$ cat src/rtl/fifo_wptr_full_pkg.sv
// Shared definitions for the async FIFO pointer blocks (write and read side).
// Contents:
//   FIFO_ASIZE_DEFAULT : default address width (depth = 2**ASIZE)
//   bin2gray/gray2bin  : pointer code conversions on a 32-bit word; callers
//                        zero-extend their pointer in and size-cast the result back.
package fifo_wptr_full_pkg;

  localparam int FIFO_ASIZE_DEFAULT = 4;

  typedef logic [31:0] ptr_word_t;

  function automatic ptr_word_t bin2gray(input ptr_word_t b);
    return b ^ (b >> 1);
  endfunction

  // Each binary bit is the XOR of all Gray bits at and above it; zero
  // extension above the real pointer width leaves the result unchanged.
  function automatic ptr_word_t gray2bin(input ptr_word_t g);
    ptr_word_t b;
    b = '0;
    for (int unsigned i = 0; i < 32; i++) begin
      b[i] = ^(g >> i);
    end
    return b;
  endfunction

endpackage

$ cat src/rtl/fifo_wptr_full_sync_r2w.sv
// Two-flop synchronizer bringing the Gray read pointer into the wclk domain.
// Ports:
//   wclk   : write clock
//   wrstn  : asynchronous active-low reset
//   rptr   : Gray read pointer from the read-clock domain
//   w_rptr : rptr after two wclk flops
module sync_r2w #(
  parameter int ASIZE = 4
) (
  input  logic             wclk,
  input  logic             wrstn,
  input  logic [ASIZE:0]   rptr,
  output logic [ASIZE:0]   w_rptr
);

  logic [ASIZE:0] r1_rptr_q, r1_rptr_d;
  logic [ASIZE:0] w_rptr_q,  w_rptr_d;

  always_comb begin
    r1_rptr_d = rptr;
    w_rptr_d  = r1_rptr_q;
  end

  always_ff @(posedge wclk or negedge wrstn) begin
    if (!wrstn) begin
      r1_rptr_q <= '0;
      w_rptr_q  <= '0;
    end else begin
      r1_rptr_q <= r1_rptr_d;
      w_rptr_q  <= w_rptr_d;
    end
  end

  assign w_rptr = w_rptr_q;

endmodule

$ cat src/rtl/fifo_wptr_full.sv
// Write-side pointer, full flag, fill level and overflow flag of the dual-clock
// async FIFO. Everything here runs on wclk; rptr is only seen through sync_r2w.
// Ports:
//   wclk, wrstn   : clock, asynchronous active-low reset
//   winc          : write request
//   rptr          : Gray read pointer (read-clock domain)
//   waddr         : RAM write address (low ASIZE bits of the binary pointer)
//   wptr          : registered Gray write pointer, to the read domain
//   wfull         : registered full flag
//   wlevel        : registered pessimistic fill level, 0..2**ASIZE
//   wovf          : sticky overflow (write attempted while full)
//   walmost_full  : registered almost-full flag
// Configuration macro: WPTR_ALMOST_FULL_EN enables walmost_full
// (level >= 2**ASIZE - AF_MARGIN); otherwise walmost_full is constant 0.
import fifo_wptr_full_pkg::*;

module fifo_wptr_full #(
  parameter int ASIZE     = FIFO_ASIZE_DEFAULT,
  parameter int AF_MARGIN = 2
) (
  input  logic             wclk,
  input  logic             wrstn,
  input  logic             winc,
  input  logic [ASIZE:0]   rptr,
  output logic [ASIZE-1:0] waddr,
  output logic [ASIZE:0]   wptr,
  output logic             wfull,
  output logic [ASIZE:0]   wlevel,
  output logic             wovf,
  output logic             walmost_full
);

  localparam int PW = ASIZE + 1;

  if (ASIZE < 2 || AF_MARGIN < 0 || AF_MARGIN > (1 << ASIZE)) begin : g_bad_params
    $error("fifo_wptr_full: ASIZE must be >= 2 and AF_MARGIN within 0..2**ASIZE");
  end

  logic [ASIZE:0] w_rptr;
  logic [ASIZE:0] rbin;
  logic           wacc;

  logic [ASIZE:0] wbin_q,   wbin_d;
  logic [ASIZE:0] wptr_q,   wptr_d;
  logic [ASIZE:0] wlevel_q, wlevel_d;
  logic           wfull_q,  wfull_d;
  logic           wovf_q,   wovf_d;
  logic           waf_q,    waf_d;

  sync_r2w #(.ASIZE(ASIZE)) u_sync_r2w (
    .wclk   (wclk),
    .wrstn  (wrstn),
    .rptr   (rptr),
    .w_rptr (w_rptr)
  );

`ifdef WPTR_ALMOST_FULL_EN
  localparam logic [ASIZE:0] AF_THRESH = PW'((1 << ASIZE) - AF_MARGIN);
`endif

  always_comb begin
    wacc     = winc & ~wfull_q;
    wbin_d   = wbin_q + {{ASIZE{1'b0}}, wacc};
    wptr_d   = PW'(bin2gray(32'(wbin_d)));
    rbin     = PW'(gray2bin(32'(w_rptr)));
    wlevel_d = wbin_d - rbin;
    // Full when the pointers differ only in the wrap bit: in Gray code that
    // is the top two bits inverted, the rest equal.
    wfull_d  = (wptr_d == {~w_rptr[ASIZE:ASIZE-1], w_rptr[ASIZE-2:0]});
    wovf_d   = wovf_q | (winc & wfull_q);
`ifdef WPTR_ALMOST_FULL_EN
    waf_d    = (wlevel_d >= AF_THRESH);
`else
    waf_d    = 1'b0;
`endif
  end

  always_ff @(posedge wclk or negedge wrstn) begin
    if (!wrstn) begin
      wbin_q   <= '0;
      wptr_q   <= '0;
      wlevel_q <= '0;
      wfull_q  <= 1'b0;
      wovf_q   <= 1'b0;
      waf_q    <= 1'b0;
    end else begin
      wbin_q   <= wbin_d;
      wptr_q   <= wptr_d;
      wlevel_q <= wlevel_d;
      wfull_q  <= wfull_d;
      wovf_q   <= wovf_d;
      waf_q    <= waf_d;
    end
  end

  assign waddr        = wbin_q[ASIZE-1:0];
  assign wptr         = wptr_q;
  assign wfull        = wfull_q;
  assign wlevel       = wlevel_q;
  assign wovf         = wovf_q;
  assign walmost_full = waf_q;

endmodule
$ cat config.mk
export PLATFORM = sky130hd
export DESIGN_NAME = fifo_wptr_full
export DESIGN_NICKNAME = d
export VERILOG_FILES = /design/src/rtl/fifo_wptr_full_pkg.sv /design/src/rtl/fifo_wptr_full_sync_r2w.sv /design/src/rtl/fifo_wptr_full.sv
export SDC_FILE = /design/constraint.sdc
export NUM_CORES = 1
export LEC_CHECK = 0
export ABC_AREA = 1
export CELL_PAD_IN_SITES_DETAIL_PLACEMENT = 1
export CELL_PAD_IN_SITES_GLOBAL_PLACEMENT = 2
export CORE_ASPECT_RATIO = 0.9
export CORE_MARGIN = 1.5
export CORE_UTILIZATION = 27
export DETAILED_ROUTE_END_ITERATION = 8
export GPL_TIMING_DRIVEN = 0
export PLACE_DENSITY_LB_ADDON = 0.08
export SKIP_LAST_GASP = 1
export SLEW_MARGIN = 10
export SYNTH_ARGS = -nofsm -noshare
export SYNTH_HDL_FRONTEND = slang
export SYNTH_SLANG_ARGS = --single-unit
$ cat constraint.sdc
create_clock -name wclk -period 2.2 [get_ports wclk]
set_input_delay 0.44 -clock wclk [delete_from_list [all_inputs] [get_ports wclk]]
set_output_delay 0.44 -clock wclk [all_outputs]
set_load 0.01 [all_outputs]
* After elaboration in Yosys (flattened, before gate mapping)
Index checks and enable logic that the tools add are counted.
** Operators by class
- Add/sub/neg operators :: 2
- Eq/ne operators :: 1
- Reductions and logical operators :: 5
- Bitwise logic cells :: 6
** Operator list (count)
- 32-bit XOR reduction :: 5
- 5-bit by 1-bit adder with 5-bit output :: 1
- 5-bit == test :: 1
- 5-bit subtractor :: 1
- 5-bit by 4-bit XOR with 5-bit output :: 1
- 1-bit bitwise AND :: 2
- 2-bit inverter :: 1
- 1-bit inverter :: 1
- 1-bit OR :: 1
** Word-level totals
- Logic and storage cells :: 21
- Output and inout bits :: 17
- Register bits after elaboration :: 27
- Bits of input ports :: 8

* Depth between registers and ports, before layout
- Depth in word-level cells :: 5
- Mapped depth :: 14

* Cells and area by module
From an unflattened synthesis, not the netlist that was laid out.
** Unflattened totals
- Cells, all modules :: 121
- Area, all modules :: 1158.6 um^2
** By module, submodules not included
- fifo_wptr_full :: cells each 111, area an instance 908.4 um^2, sequential area each 400.4 um^2, times used 1
- sync_r2w :: cells each 10, area an instance 250.2 um^2, sequential area each 250.2 um^2, times used 1

* Worst setup path after synthesis
No wires, ideal clock.
- Kind :: flip-flop to flip-flop
- Start point :: register u_sync_r2w.w_rptr_q[3], in the netlist u_sync_r2w.w_rptr[3]
- End point :: register wlevel_q[4], in the netlist wlevel[4]
- Stages on the path, launching flop included :: 14
- Arrival :: 1.923 ns
- Setup time :: 0.116 ns
- Slack :: 0.161 ns
- Cells stage by stage :: dfrtp_1 > inv_1 > nand2_1 > nand3_1 > nand2_2 > xor2_2 > xor2_1 > ha_1 > inv_1 > fa_1 > nand3_1 > nand2_1 > nand3_1 > nand2_1
** On the way
- Cells in the longest elaborated chain, start to end :: 2
** RTL lines
- from (decl) :: line fifo_wptr_full_sync_r2w.sv:17 : logic [ASIZE:0] w_rptr_q, w_rptr_d;
- from (signal assigned) :: line fifo_wptr_full_sync_r2w.sv:30 : w_rptr_q <= w_rptr_d;
- 32-bit XOR reduction :: line fifo_wptr_full_pkg.sv:22 : b[i] = ^(g >> i);
- 5-bit subtractor (*) :: line fifo_wptr_full.sv:66 : wlevel_d = wbin_d - rbin;
- net wlevel_d[4] :: line fifo_wptr_full.sv:45 : logic [ASIZE:0] wlevel_q, wlevel_d;
- to (signal assigned) :: line fifo_wptr_full.sv:89 : wlevel_q <= wlevel_d;
- to (decl) :: line fifo_wptr_full.sv:45
The timed path passes the listed nets; every way through them passes the cells marked *.

* Worst setup path in the final report
- Start point :: register u_sync_r2w.w_rptr_q[3], in the netlist u_sync_r2w.w_rptr[3]
- End point :: register wlevel_q[2], in the netlist wlevel[2]
The elaborated chain is that of the path after synthesis.

==> metrics.txt <==
Sw Ratio=0.3823; clock skew=between 3 and 4 ps; ys flop type=dfrtp_1; Ports=25; pre-CTS WS=-326.2 ps; CTS sink count=26; final setup margin=between 80 and 90 ps; CP Launch Point=u_sync_r2w.w_rptr[3]; Post-synth EDFFs=0; vias per cell=between 4 and 5; worst-path fanout max=5; dominant cells by area after synthesis=dfrtp_1, nand2_1, nand3_1; first-pass GRT wire length=approximately 4200 um; Worst Setup Path Type=reg2reg; Seq cells post-synth=26; post-route ant nets=0; crit start category=flop; Chip Width=71.90 um; Yosys warning total=0; vias in the first global route=approximately 970; Cells after DPL=roughly 190; RR Startpoint=u_sync_r2w.w_rptr[3]; placed cell area=~1400 um2; slowest stage delay, CP=about 460 ps; initial core utilization=0.2813; Remaining DRCs=0; Logic pwr share=0.560; final std cells w/o fill=slightly above 200; Rel. slew slack=0.6069; total track usage=0.1195; IO Port Bufs=23; CP Data Arrival Time=about 2300 ps; Critical Path End Type=flop; post-route setup TNS=0 ps; reg2reg setup slack=between 80 and 90 ps; Synth async-reset ratio=1.000; # rows=22; Clock power frac=0.133; chip height=~65 um; slowest CP cell=dfrtp_2; worst-margin pin slew=589.6 ps; pwr/cell area=~1400 nW/um2; RSZ-0062 raised after global routing=true; most frequent cells after synthesis=nand2_1, dfrtp_1, inv_1, nand3_1; Final period util=0.9614; post-synthesis cell count=120; DP HPWL=1753 um; Synth top area share=0.5640; RePlAce Congestion=0.7367; fmax=about 0.47 GHz; synthesized net count=133; DR vias=just under 900; Clk Latency, worst-skew pair=roughly 270 ps; setup violators final=0; DRT Pass-1 Iters=3; largest net degree at the start of global routing=27; detailed router's first-iteration violation count=21; Syn Std Cell Area=~1200 um2; H-tree Lvls=1; MaxCap Viol Count=0; count leader, synth=nand2_1; Final Hold Fails=0; Max Buffers Root-to-Sink=2; CP Data Required Time=between 2000 and 2500 ps; gr ovfl total=0; Internal Power=between 1000 and 1500 uW; Reg power frac=0.307; WL/cell=about 12 um; Core Area=around 4100 um2; status=complete, no violations; initial antenna violation count=0; Sw Pwr=900.4 uW; syn avg cell area=between 9 and 10 um2; Critical Path, Cell by Cell=inv_2, nand2_2, nand3_4, nand2_4, xor2_4, xor2_1, ha_2, inv_2, fa_2, buf_4, xnor2_2; clk root buf=clkbuf_8; Clock transition at path regs=roughly 90 ps; CTS tree=yes; NumNets Final=roughly 170; cell taking the most area after synthesis=dfrtp_1; area delta synth->final=45.34%; finished layout cell area=1677 um2; Final min period=2115 ps; Post-Route WL=approximately 2500 um; Hold Crit Class=in2async; distinct cell type count after synthesis=19; Final Max Slew Viols=0; total CTS buffers=3; VDD IR max=~0.49 mV; cell repeated most along the worst path=inv_2; P_leak=a little over 0.0008 uW; die area=between 4000 and 5000 um2; layout cells sized above 1=0.2975; post-synthesis sequential area ratio=0.5640; Ant. Diodes=0
-- cell type report --
type                       count  area (um2)
multi-input combinational     75       516.7
clock buffer                   4       55.05
buffer                         2       18.77
inverter                      17       63.81
fill                         464        2425
tap                           48       60.06
timing repair buffer          34       307.8
sequential                    26       654.4
-- layer usage --
metal  wire, um  global-route usage
met5          0                   0
met4         54             0.06368
met3         90             0.02022
met2       1206              0.1968
met1       1111              0.1493
-- final timing paths --
check | depth (start not counted) | end
hold / removal | 1 | wlevel[3]
max in group asynchronous | 1 | u_sync_r2w.w_rptr[2]
setup / recovery | 11 | wlevel[2]
min in group wclk | 0 | u_sync_r2w.w_rptr[1]
setup reg to reg | 11 | wlevel[2]
hold reg to reg | 0 | u_sync_r2w.w_rptr[1]
-- per-stage QoR --
step	util	hold slack [ps]	power [uW]
after CTS	0.3786	359.9	2262
after floorplan	-	144.4	1421
after global placement	0.3520	333.0	1883
after detailed placement	0.3520	337.9	1893
final	0.4088	157.7	2355
after global routing	0.4088	201.7	2593
-- state kept, by name, indices dropped and copies added (netlist names) --
register and flops:
wfull 1, wovf 1, wbin_q 5, u_sync_r2w.r1_rptr_q 5, wptr 4, wlevel 5, u_sync_r2w.w_rptr 5
-- power by group through the flow --
stage	sequential [uW]	combinational (uW)	clock, uW
after global routing	749	1500	343
final	724	1320	313
after detailed placement	729	1160	0
after CTS	721	1210	329
after floorplan	797	624	0
after global placement	722	1160	0
-- cells by family (layout without fill, tap and decap cells) --
family	after synthesis	in the layout	synth area share
flops	26	26	0.5640
other cells	1	1	0.003251
fa+ha+maj	5	5	0.06074
xor+xnor	8	8	0.07375
simple gates	59	59	0.2158
compound gates	2	2	0.01084
buf+inv	19	57	0.07158
-- cell usage in the layout, fill, tap and decap left out, drive strengths merged --
master / n
ha: 4
dfrtp: 26
xor2: 4
a21o: 1
conb: 1
clkbuf: 4
or2: 1
clkdlybuf4s50: 22
nand2: 40
o21ai: 1
inv: 17
xnor2: 4
buf: 14
nor2: 4
nand3: 12
nand4: 2
fa: 1
-- worst max-delay path: cells and delay by family, from the launching register on --
kind | cells | cell delay [ps]
and+or+nand+nor | 3 | 220
adders and majority gates | 2 | 570
xor gates and xnor gates | 3 | 460
DFF | 1 | 460
buffers and inverters | 3 | 280
-- repair_timing --
item | CTS | global route
hold buffers | 0 | 0
setup endpoints to repair | 3 | 4
pin swaps | 1 | 7
resized for setup | 6 | 22
buffers inserted | 4 | 7
Note: power is estimated with default switching activity, not from simulation.
